### src/rtl/dsi_pkg.sv
// Shared constants for the DSI lane receiver: default sync byte, LP line codes and FSM encoding.
package dsi_pkg;

    typedef logic [7:0] lane_byte_t;
    typedef logic [1:0] lp_code_t;

    localparam lane_byte_t SYNC_PATTERN_DEFAULT = 8'b00011101;

    localparam lp_code_t LP_STOP     = 2'b11;
    localparam lp_code_t LP_HS_RQST  = 2'b01;
    localparam lp_code_t LP_BRIDGE   = 2'b00;
    localparam lp_code_t LP_ESC_RQST = 2'b10;

    localparam logic [2:0] ST_STOP      = 3'd0;
    localparam logic [2:0] ST_HS_RQST   = 3'd1;
    localparam logic [2:0] ST_SYNC_HUNT = 3'd2;
    localparam logic [2:0] ST_RECEIVE   = 3'd3;
    localparam logic [2:0] ST_WAIT_STOP = 3'd4;

    // True when v has at most one bit set.
    function automatic logic at_most_one_set(input lane_byte_t v);
        return (v & (v - 8'd1)) == 8'd0;
    endfunction

endpackage

### src/rtl/dsi_lane_rx_if.sv
// Lane-side and link-side signals of the DSI lane receiver, bundled for the top-level port.
interface dsi_lane_rx_if;
    logic       rx_enable;
    logic       lp_in_p;
    logic       lp_in_n;
    logic [7:0] hs_byte_in;
    logic [7:0] data_out;
    logic       data_valid;
    logic       sop;
    logic       eot;
    logic       active;
    logic [2:0] align_offset;
    logic       sync_error;
    logic       lp_seq_error;
    logic       sot_err_corrected;

    modport master (
        output rx_enable, lp_in_p, lp_in_n, hs_byte_in,
        input  data_out, data_valid, sop, eot, active, align_offset,
               sync_error, lp_seq_error, sot_err_corrected
    );

    modport slave (
        input  rx_enable, lp_in_p, lp_in_n, hs_byte_in,
        output data_out, data_valid, sop, eot, active, align_offset,
               sync_error, lp_seq_error, sot_err_corrected
    );
endinterface

### src/rtl/dsi_sync_aligner.sv
// Sync-byte hunter and bit-alignment mux over a 16-bit window of two consecutive raw bytes.
// DSI_LANE_RX_SOT_ECC_EN additionally accepts a candidate one bit away from the sync byte.
module dsi_sync_aligner
    import dsi_pkg::*;
#(
    parameter lane_byte_t SYNC_PATTERN = SYNC_PATTERN_DEFAULT
) (
    input  logic       clk_base,
    input  logic [7:0] hs_byte_in,
    input  logic [2:0] sel,
    output logic       found,
    output logic [2:0] found_k,
    output logic       found_corr,
    output logic [7:0] sel_byte
);

    logic [7:0]  prev_byte_p0;
    logic [15:0] window;

    always_ff @(posedge clk_base)
        prev_byte_p0 <= hs_byte_in;

    assign window   = {hs_byte_in, prev_byte_p0};
    assign sel_byte = window[sel +: 8];

    // Scan from the highest offset down so the lowest matching offset is the one kept.
    always_comb begin
        found      = 1'b0;
        found_k    = 3'd0;
        found_corr = 1'b0;
        for (int k = 7; k >= 0; k--) begin
            if (window[k +: 8] == SYNC_PATTERN) begin
                found   = 1'b1;
                found_k = 3'(k);
            end
        end
`ifdef DSI_LANE_RX_SOT_ECC_EN
        if (!found) begin
            for (int k = 7; k >= 0; k--) begin
                if (at_most_one_set(window[k +: 8] ^ SYNC_PATTERN)) begin
                    found      = 1'b1;
                    found_k    = 3'(k);
                    found_corr = 1'b1;
                end
            end
        end
`endif
    end

endmodule

### src/rtl/dsi_lane_rx.sv
// DSI data-lane receiver: LP sequence tracking, HS sync hunt, bit alignment and trail-byte delay line.
// DSI_LANE_RX_SOT_ECC_EN enables single-bit-error tolerant sync detection (see dsi_sync_aligner).
module dsi_lane_rx
    import dsi_pkg::*;
#(
    parameter lane_byte_t SYNC_PATTERN = SYNC_PATTERN_DEFAULT,
    parameter int         SYNC_TIMEOUT = 32,
    parameter int         TRAIL_DEPTH  = 4
) (
    input  logic         clk_base,
    input  logic         reset,
    dsi_lane_rx_if.slave lane
);

    localparam int CNT_W  = $clog2(SYNC_TIMEOUT + 1);
    localparam int DCNT_W = $clog2(TRAIL_DEPTH + 1);

    logic [1:0]        lp_sync_p0, lp_sync_p1, lp_sync_p2, lp_filt;
    logic [2:0]        state;
    logic [CNT_W-1:0]  hunt_cnt;
    logic [DCNT_W-1:0] dcnt;
    logic              sop_pend, corr_lat, push;
    logic              found, found_corr;
    logic [2:0]        found_k;
    logic [7:0]        cand;
    logic [7:0]        dline [TRAIL_DEPTH];

    dsi_sync_aligner #(.SYNC_PATTERN(SYNC_PATTERN)) u_aligner (
        .clk_base   (clk_base),
        .hs_byte_in (lane.hs_byte_in),
        .sel        (lane.align_offset),
        .found      (found),
        .found_k    (found_k),
        .found_corr (found_corr),
        .sel_byte   (cand)
    );

    // LP comparators: two-flop synchronizer, then accept only a value seen on two consecutive cycles.
    always_ff @(posedge clk_base or posedge reset) begin
        if (reset) begin
            lp_sync_p0 <= LP_STOP;
            lp_sync_p1 <= LP_STOP;
            lp_sync_p2 <= LP_STOP;
            lp_filt    <= LP_STOP;
        end else begin
            lp_sync_p0 <= {lane.lp_in_p, lane.lp_in_n};
            lp_sync_p1 <= lp_sync_p0;
            lp_sync_p2 <= lp_sync_p1;
            if (lp_sync_p1 == lp_sync_p2)
                lp_filt <= lp_sync_p1;
        end
    end

    assign push        = lane.rx_enable && (state == ST_RECEIVE) && (lp_filt != LP_STOP);
    assign lane.active = (state != ST_STOP);

    always_ff @(posedge clk_base) begin
        if (push) begin
            dline[0] <= cand;
            for (int i = 1; i < TRAIL_DEPTH; i++)
                dline[i] <= dline[i-1];
        end
    end

    always_ff @(posedge clk_base or posedge reset) begin
        if (reset) begin
            state                  <= ST_STOP;
            hunt_cnt               <= '0;
            dcnt                   <= '0;
            sop_pend               <= 1'b0;
            corr_lat               <= 1'b0;
            lane.align_offset      <= 3'd0;
            lane.data_out          <= 8'd0;
            lane.data_valid        <= 1'b0;
            lane.sop               <= 1'b0;
            lane.eot               <= 1'b0;
            lane.sync_error        <= 1'b0;
            lane.lp_seq_error      <= 1'b0;
            lane.sot_err_corrected <= 1'b0;
        end else begin
            lane.data_valid        <= 1'b0;
            lane.sop               <= 1'b0;
            lane.eot               <= 1'b0;
            lane.sync_error        <= 1'b0;
            lane.lp_seq_error      <= 1'b0;
            lane.sot_err_corrected <= 1'b0;
            if (!lane.rx_enable) begin
                // Silent abort: no eot or error, buffered bytes are dropped.
                if (state != ST_STOP)
                    state <= ST_WAIT_STOP;
                dcnt <= '0;
            end else begin
                case (state)
                    ST_STOP: begin
                        case (lp_filt)
                            LP_HS_RQST:  state <= ST_HS_RQST;
                            LP_BRIDGE: begin
                                lane.lp_seq_error <= 1'b1;
                                state             <= ST_WAIT_STOP;
                            end
                            LP_ESC_RQST: state <= ST_WAIT_STOP;
                            default: ;
                        endcase
                    end
                    ST_HS_RQST: begin
                        case (lp_filt)
                            LP_BRIDGE: begin
                                state    <= ST_SYNC_HUNT;
                                hunt_cnt <= '0;
                            end
                            LP_STOP: begin
                                lane.lp_seq_error <= 1'b1;
                                state             <= ST_STOP;
                            end
                            LP_ESC_RQST: begin
                                lane.lp_seq_error <= 1'b1;
                                state             <= ST_WAIT_STOP;
                            end
                            default: ;
                        endcase
                    end
                    ST_SYNC_HUNT: begin
                        if (lp_filt == LP_STOP) begin
                            lane.sync_error <= 1'b1;
                            state           <= ST_STOP;
                        end else if (found) begin
                            state             <= ST_RECEIVE;
                            lane.align_offset <= found_k;
                            corr_lat          <= found_corr;
                            sop_pend          <= 1'b1;
                            dcnt              <= '0;
                        end else if (hunt_cnt == CNT_W'(SYNC_TIMEOUT - 1)) begin
                            lane.sync_error <= 1'b1;
                            state           <= ST_WAIT_STOP;
                        end else begin
                            hunt_cnt <= hunt_cnt + CNT_W'(1);
                        end
                    end
                    ST_RECEIVE: begin
                        if (lp_filt == LP_STOP) begin
                            lane.eot <= 1'b1;
                            dcnt     <= '0;
                            state    <= ST_STOP;
                        end else if (dcnt == DCNT_W'(TRAIL_DEPTH)) begin
                            lane.data_out          <= dline[TRAIL_DEPTH-1];
                            lane.data_valid        <= 1'b1;
                            lane.sop               <= sop_pend;
                            lane.sot_err_corrected <= sop_pend & corr_lat;
                            sop_pend               <= 1'b0;
                        end else begin
                            dcnt <= dcnt + DCNT_W'(1);
                        end
                    end
                    ST_WAIT_STOP: begin
                        if (lp_filt == LP_STOP)
                            state <= ST_STOP;
                    end
                    default: state <= ST_STOP;
                endcase
            end
        end
    end

endmodule
### src/flat_wrapper.sv
// flat-port wrapper written by rule: the top's interface ports become plain ports
module dsi_lane_rx_flat import dsi_pkg::*;
#(
    parameter lane_byte_t SYNC_PATTERN = SYNC_PATTERN_DEFAULT,
    parameter int         SYNC_TIMEOUT = 32,
    parameter int         TRAIL_DEPTH  = 4
)
  (clk_base, reset, lane_rx_enable, lane_lp_in_p, lane_lp_in_n, lane_hs_byte_in, lane_data_out, lane_data_valid, lane_sop, lane_eot, lane_active, lane_align_offset, lane_sync_error, lane_lp_seq_error, lane_sot_err_corrected);
  dsi_lane_rx_if lane_i ();
  input  logic clk_base;
  input  logic reset;
  input wire logic [$bits(lane_i.rx_enable)-1:0] lane_rx_enable;
  input wire logic [$bits(lane_i.lp_in_p)-1:0] lane_lp_in_p;
  input wire logic [$bits(lane_i.lp_in_n)-1:0] lane_lp_in_n;
  input wire logic [$bits(lane_i.hs_byte_in)-1:0] lane_hs_byte_in;
  output wire logic [$bits(lane_i.data_out)-1:0] lane_data_out;
  output wire logic [$bits(lane_i.data_valid)-1:0] lane_data_valid;
  output wire logic [$bits(lane_i.sop)-1:0] lane_sop;
  output wire logic [$bits(lane_i.eot)-1:0] lane_eot;
  output wire logic [$bits(lane_i.active)-1:0] lane_active;
  output wire logic [$bits(lane_i.align_offset)-1:0] lane_align_offset;
  output wire logic [$bits(lane_i.sync_error)-1:0] lane_sync_error;
  output wire logic [$bits(lane_i.lp_seq_error)-1:0] lane_lp_seq_error;
  output wire logic [$bits(lane_i.sot_err_corrected)-1:0] lane_sot_err_corrected;
  assign lane_i.rx_enable = lane_rx_enable;
  assign lane_i.lp_in_p = lane_lp_in_p;
  assign lane_i.lp_in_n = lane_lp_in_n;
  assign lane_i.hs_byte_in = lane_hs_byte_in;
  assign lane_data_out = lane_i.data_out;
  assign lane_data_valid = lane_i.data_valid;
  assign lane_sop = lane_i.sop;
  assign lane_eot = lane_i.eot;
  assign lane_active = lane_i.active;
  assign lane_align_offset = lane_i.align_offset;
  assign lane_sync_error = lane_i.sync_error;
  assign lane_lp_seq_error = lane_i.lp_seq_error;
  assign lane_sot_err_corrected = lane_i.sot_err_corrected;
  dsi_lane_rx #(.SYNC_PATTERN(SYNC_PATTERN), .SYNC_TIMEOUT(SYNC_TIMEOUT), .TRAIL_DEPTH(TRAIL_DEPTH)) u_core (.clk_base(clk_base), .reset(reset), .lane(lane_i));
endmodule
### config.mk
export PLATFORM = sky130hd
export DESIGN_NAME = dsi_lane_rx_flat
export DESIGN_NICKNAME = d
export VERILOG_FILES = /design/src/rtl/dsi_pkg.sv /design/src/rtl/dsi_lane_rx_if.sv /design/src/rtl/dsi_sync_aligner.sv /design/src/rtl/dsi_lane_rx.sv /design/src/flat_wrapper.sv
export SDC_FILE = /design/constraint.sdc
export NUM_CORES = 1
export LEC_CHECK = 0
export BUFFER_PORTS_ARGS = -buffer_cell sky130_fd_sc_hd__buf_2
export CAP_MARGIN = 25
export CORE_MARGIN = 4
export CORE_UTILIZATION = 60
export DETAILED_ROUTE_END_ITERATION = 10
export GPL_ROUTABILITY_DRIVEN = 0
export PLACE_DENSITY = 0.8
export SLEW_MARGIN = 15
export SYNTH_ARGS = -nofsm -noshare
export SYNTH_HDL_FRONTEND = slang
export SYNTH_HIERARCHICAL = 1
export SYNTH_SLANG_ARGS = --single-unit
### constraint.sdc
create_clock -name clk_base -period 6.35 [get_ports clk_base]
set_input_delay 1.27 -clock clk_base [delete_from_list [all_inputs] [get_ports clk_base]]
set_output_delay 1.27 -clock clk_base [all_outputs]
set_load 0.01 [all_outputs]
---- Word level (Yosys, flattened, before mapping) ----
Memory sizes are Yosys's and may differ from the RTL's. A register that Yosys moved wholly into a read port is not among the register bits.
Cells that the tools add are included.
storage, ports and cells
  output and inout port bits .............. 18
  bits in registers ....................... 37
  memory bits (writable) .................. 32
  bits of input ports ..................... 13
  logic and storage cells ................. 134
  memories kept ........................... 1
memories
  name          words  width  rd ports  clocked after Yosys merged registers in  write ports  line               text
  u_core.dline  4      8      4         1                                        4            dsi_lane_rx.sv:26  logic [7:0] dline [TRAIL_DEPTH];
cells by class
  shift operators ......................... 1
  bitwise operators ....................... 1
  add/subtract/negate cells ............... 2
  reduce and logical (&&, ||, !) cells .... 17
  multiplexer cells ....................... 63
  equal/unequal tests ..................... 34
operators with widths
  operator               count
  $eq A8 B5 Y1 const B   8
  $mux W3                19
  $mux W1                33
  $mux W6                4
  $shiftx A16 B4 Y8      1
  $ne A2 B2 Y1 const B   6
  $pmux W3 S2            2
  $pmux W3 S4            1
  $pmux W6 S2            1
  $reduce_and A4 Y1      3
  $reduce_and A6 Y1      2
  $pmux W3 S3            1
  $ne A4 B4 Y1 const B   2
  $add A6 B1 Y6 const B  1
  $eq A3 B2 Y1 const B   2
  $eq A3 B3 Y1 const B   2
  $eq A6 B5 Y1 const B   1
  $ne A3 B2 Y1 const B   2
  $reduce_bool A2 Y1     3
  $reduce_or A2 Y1       3
  $ne A5 B2 Y1 const B   1
  $ne A5 B3 Y1 const B   1
  $reduce_and A5 Y1      1
  $eq A2 B2 Y1 const B   2
  other kinds (13)       16

---- Longest topological paths before layout ----
  depth in word-level cells ............... 13
  mapped depth ............................ 8
  depth with buffers taken out ............ 8

---- Modules after synthesis ----
Netlist, hierarchy kept.
modules (own cells, without submodules)
  module            cells each  times used  area an instance (µm²)
  dsi_lane_rx       199         1           2845.2
  dsi_sync_aligner  66          1           747.0

---- Worst setup path before layout ----
OpenSTA, ideal clock, no wires.
  path kind ............................... input port to flip-flop
  from .................................... input lane_hs_byte_in[3]
  to ...................................... register u_core.state[0]
  arrival time ............................ 3.011 ns
  path slack .............................. 3.214 ns
  required time ........................... 6.225 ns
  cell stages on the path ................. 8
  cells stage by stage .................... nor4bb_1 o21ai_0 nand4_1 a21oi_1 o21ai_2 a21oi_4 a221o_2 mux2_4
on the way
  longest elaborated chain between the ends .. 13
ends and longest elaborated chain
  item                    line                    text
  from (decl)             flat_wrapper.sv:15      input wire logic [$bits(lane_i.hs_byte_in)-1:0] lane_hs_byte_in;
  $eq A8 B5 Y1            dsi_sync_aligner.sv:32  if (window[k +: 8] == SYNC_PATTERN) begin
  $mux W1 (3 in a row)    dsi_sync_aligner.sv:32
  $mux W1 * (5 in a row)  dsi_sync_aligner.sv:32
  via u_core.found        dsi_lane_rx.sv:23       logic found, found_corr;
  $mux W3                 dsi_lane_rx.sv:126      end else if (found) begin
  $mux W3                 dsi_lane_rx.sv:123      if (lp_filt == LP_STOP) begin
  $pmux W3 S4             dsi_lane_rx.sv:93       case (state)
  $mux W3                 dsi_lane_rx.sv:87       if (!lane.rx_enable) begin
  to (signal assigned)    dsi_lane_rx.sv:90       state <= ST_WAIT_STOP;
  to (signal assigned)    dsi_lane_rx.sv:125      state <= ST_STOP;
  to (signal assigned)    dsi_lane_rx.sv:127      state <= ST_RECEIVE;
  to (decl)               dsi_lane_rx.sv:19       logic [2:0] state;
Mark *: on every way through the listed nets, which the timed path passes. The rest lies on a longest branch.
A chain may end at the register's enable or synchronous reset.

---- Final worst setup path ----
  from .................................... input lane_hs_byte_in[1]
  to ...................................... register u_core.state[0]
on the way
  longest elaborated chain between the ends .. 13
ends and longest elaborated chain
  item                    line
  $eq A8 B5 Y1            dsi_sync_aligner.sv:32
  $mux W1 (5 in a row)    dsi_sync_aligner.sv:32
  $mux W1 * (3 in a row)  dsi_sync_aligner.sv:32
  via u_core.found        dsi_lane_rx.sv:23
  $mux W3                 dsi_lane_rx.sv:126
  $mux W3                 dsi_lane_rx.sv:123
  $pmux W3 S4             dsi_lane_rx.sv:93
  $mux W3                 dsi_lane_rx.sv:87
Marked as above.

==> summary.txt <==
Clock network
  – Max Root-Sink Buffers: 2
  – Clock slew at reported path FFs: 0.08 ns
  – Setup Buffers After CTS: 0
  – Hold_buf cts: 0
  – Clock Sinks: 79
  – H-tree Lvls: 3
  – Root buffer cell: clkbuf_8
  – CTS resizes: 0
  – CTS tree: built
  – Worst skew pair latency: 0.34 ns
  – Cts bufs inserted: 9

Worst setup path
  – CP Max Fanout: 9
  – R2R depth: 5
  – CP arrival: ~3.5 ns
  – Crit path buffers/inverters: 1
  – CP Class: input port to register
  – RR Startpoint: u_core/state[0]$_DFFE_PP0P_
  – Crit path largest cell delay: 0.44 ns
  – Setup crit start kind: input port
  – CP cell instances: buf_2 > nor4bb_1 > o21ai_0 > nand4_1 > a21oi_1 > o21ai_2 > a21oi_4 > a221o_2 > mux2_4
  – Slowest stage cell, crit path: a221o_2
  – RR Endpoint: u_core/lane.data_out[5]$_DFFE_PP0P_
  – Worst EP required: roughly 6.6 ns
  – Kind of cell adding the most delay to the critical path: compound AO/OA/AOI/OAI gates
  – Type of destination of the critical path: register
  – Flop-to-flop setup slack: 3.61 ns

Detailed routing
  – Avg Vias per Cell: 5.828
  – Drt pass-1 iters: 4
  – Antenna-violating nets left: 0
  – DRC Markers: 0
  – 1st-iter DRT viols: 235
  – Vias: around 2,200
  – Routed len/inst: approximately 16 um
  – Routed WL: 6047 um

Yosys
  – Seq/Total Area, Yosys: approximately three fifths
  – Netlist Area Pre-Place: 3592 um^2
  – Post-synth top flop: edfxtp_1
  – Simple-gate share of the synthesized area: 13.20%
  – Post-Synth XOR/XNOR Area: 0.7315%
  – Largest family of logic cells by synthesized area: multiplexers
  – Average size of a mapped cell: about 14 um^2
  – Compound-Gate Fraction of Synth Area: 8.255%
  – Post-synth EDFFs: 32
  – Yosys cell types: 55
  – Post-synthesis cell count: 265
  – Async set or reset register ratio after synthesis: 49.37%
  – #FFs+latches synth: 79
  – Adder-cell share of the synthesized area: 1.045%
  – Synth Net Count: 281
  – Post-synthesis mux area share: 14.21%
  – Ys Warns: 6

Global routing
  – Gr busiest metal: met2
  – Gr usage total: 18.32%
  – Global route overflow: 0
  – M2 GR Usage: about 28%
  – M1 GR Usage: 24.95%
  – Initial antenna violation count: 0
  – Met3 Use GR: 4.757%
  – Largest net degree at the start of global routing: 40
  – Vias in the first global route: 2,123
  – First-pass GRT wire length: 10,380 um

STA
  – Fmax: 305.2 MHz
  – RSZ-0062 raised after global routing: false
  – Fin crit period: around 3.3 ns
  – Final period util: a little over 50%
  – Setup TNS Final: 0 ns
  – Post-route clock skew: around 0.0090 ns
  – Final Setup Violations: 0
  – Final Max Slew Viols: 0
  – Fin. Hold Viols: 0
  – Worst slew margin relative to its limit: 53.20%
  – Worst Tran Pin Value: 0.7009 ns

Placed design
  – Port buffer count: 30
  – Placed insts: about 360
  – Post-DP HPWL: 4177 um

Final layout
  – Share of cells above drive strength 1: 25.67%
  – Fillers: 397
  – Ant diodes: 0
  – Post-Layout Cell Count: 372
  – NumNets Final: 311
  – Synthesis-to-finish area growth: 9.335%
  – Commonest non-fill, non-tap cells in the layout: 32 x edfxtp_1, 31 x dfrtp_1, 30 x buf_2, 19 x a21oi_1, 16 x nand2_1
  – Commonest non-fill, non-tap cell in the layout: edfxtp_1

Power and ir drop
  – Power density cells: 260.8 nW/um^2
  – Leak: between 1.5 and 2 nW
  – Maximum vdd drop: 169.7 uV

Outcome
  – Status: finished clean

Worst hold path
  – Cell depth of the worst hold path: 0
  – Worst min path class: register to register
  – HP Start: u_core/lp_sync_p0[0]$_DFF_PP1_
  – Min-Delay Endpoint: u_core/lp_sync_p1[0]$_DFF_PP1_

Die
  – Die area: 7289 um^2
  – Height of the chip: about 85 um
  – Die Width: around 85 um
  – Total core area: around 5600 um^2
  – Boundary Pins: 31
  – Row cnt: 27
  – Initial Util: between 60% and 70%

Job
  – Maxcap violations: 0
[cell usage after synthesis (3+ instances only)]
master	number	area (um^2)
nand3_1	7	35.03
ha_1	3	37.54
a22oi_1	3	22.52
nor4bb_1	12	120.1
mux2i_1	6	60.06
mux2_2	6	67.56
inv_1	10	37.54
edfxtp_1	32	960.9
mux2_1	12	135.1
buf_6	4	45.04
o21ai_0	8	40.04
and3_1	6	37.54
buf_2	4	20.02
dfxtp_1	8	160.2
a21oi_1	19	95.09
xnor2_1	3	26.28
mux2_4	3	45.04
dfrtp_1	31	775.7
mux4_1	6	157.7
nor2_1	14	52.55
nand2_1	16	60.06
nand2b_1	3	18.77
dfstp_2	8	210.2
[per-layer routing]
metal / vias to the layer above / share of wire [%]
li1: 1050 / -
met1: 1064 / 45
met2: 50 / 49
met3: 4 / 4.9
met4: 0 / 1.1
met5: - / 0
[flip-flops by register name (all words and copies together) (netlist names)]
register,count
u_core/lane.sync_error,1
u_core/lane.eot,1
u_core/sop_pend,1
u_core/lane.data_valid,1
u_core/lane.sot_err_corrected,1
u_core/dline,32
u_core/lane.align_offset,3
u_core/state,3
u_core/corr_lat,1
u_core/hunt_cnt,6
u_core/lp_filt,2
u_core/dcnt,3
u_core/u_aligner/prev_byte_p0,8
u_core/lane.lp_seq_error,1
u_core/lp_sync_p0,2
u_core/lp_sync_p1,2
u_core/lane.sop,1
u_core/lane.data_out,8
u_core/lp_sync_p2,2
[metrics by stage]
stage / area, um^2 / hold slack (ns) / worst slack (ns) / utilization (%) / power [mW]
2_1_floorplan: 3592 / 0.3452 / 3.214 / - / 0.6752
3_5_place_dp: 3749 / 0.3488 / 2.729 / 66.44 / 0.7016
3_3_place_gp: 3749 / 0.3466 / 2.829 / 66.44 / 0.6965
6_report: 3928 / 0.3596 / 3.074 / 69.62 / 1.024
4_1_cts: 3928 / 0.3601 / 3.086 / 69.62 / 1.035
5_1_grt: 3928 / 0.3615 / 2.906 / 69.62 / 1.080
[how the worst max path moves through the flow]
stage          depth (start not counted)                from                           to
2_1_floorplan                          8  lane_hs_byte_in[3]  u_core/state[0]$_DFFE_PP0P_
3_3_place_gp                           9  lane_hs_byte_in[1]  u_core/state[0]$_DFFE_PP0P_
3_5_place_dp                           9  lane_hs_byte_in[1]  u_core/state[0]$_DFFE_PP0P_
4_1_cts                                9  lane_hs_byte_in[1]  u_core/state[0]$_DFFE_PP0P_
5_1_grt                                9  lane_hs_byte_in[3]  u_core/state[0]$_DFFE_PP0P_
6_report                               9  lane_hs_byte_in[1]  u_core/state[0]$_DFFE_PP0P_
[kinds of logic after synthesis]
family / after synthesis
flops: 79
simple gates: 75
compound gates: 45
mux: 35
buf+inv: 24
fa+ha+maj: 3
xor+xnor: 3
other cells: 1
[worst register-to-register path: cells and delay by family, from the launching register on]
family / cells / cell delay [ns]
DFF: 1 / 0.72
muxes: 1 / 0.39
buffers and inverters: 1 / 0.52
and+or+nand+nor: 3 / 0.99
[report_power, final]
group	switching, mW	total (mW)	leakage (nW)	internal, mW
registers	0.0366	0.591	0.852	0.554
logic	0.0513	0.101	0.716	0.0501
clock network	0.187	0.332	0.0866	0.146
total	0.275	1.02	1.65	0.750
[cell type report]
| class | count | area [um^2] | share of cell area, % |
|---|---|---|---|
| clock buffers | 9 | 123.9 | 3.154 |
| clock inverters | 7 | 55.05 | 1.402 |
| inverters | 12 | 45.04 | 1.147 |
| multi-input cells | 162 | 1349 | 34.34 |
| flip-flops and latches | 79 | 2107 | 53.65 |
| well taps | 72 | 90.09 | 2.294 |
| repair buffers | 31 | 157.7 | 4.014 |
No activity file was read; power rests on OpenSTA's default activity.
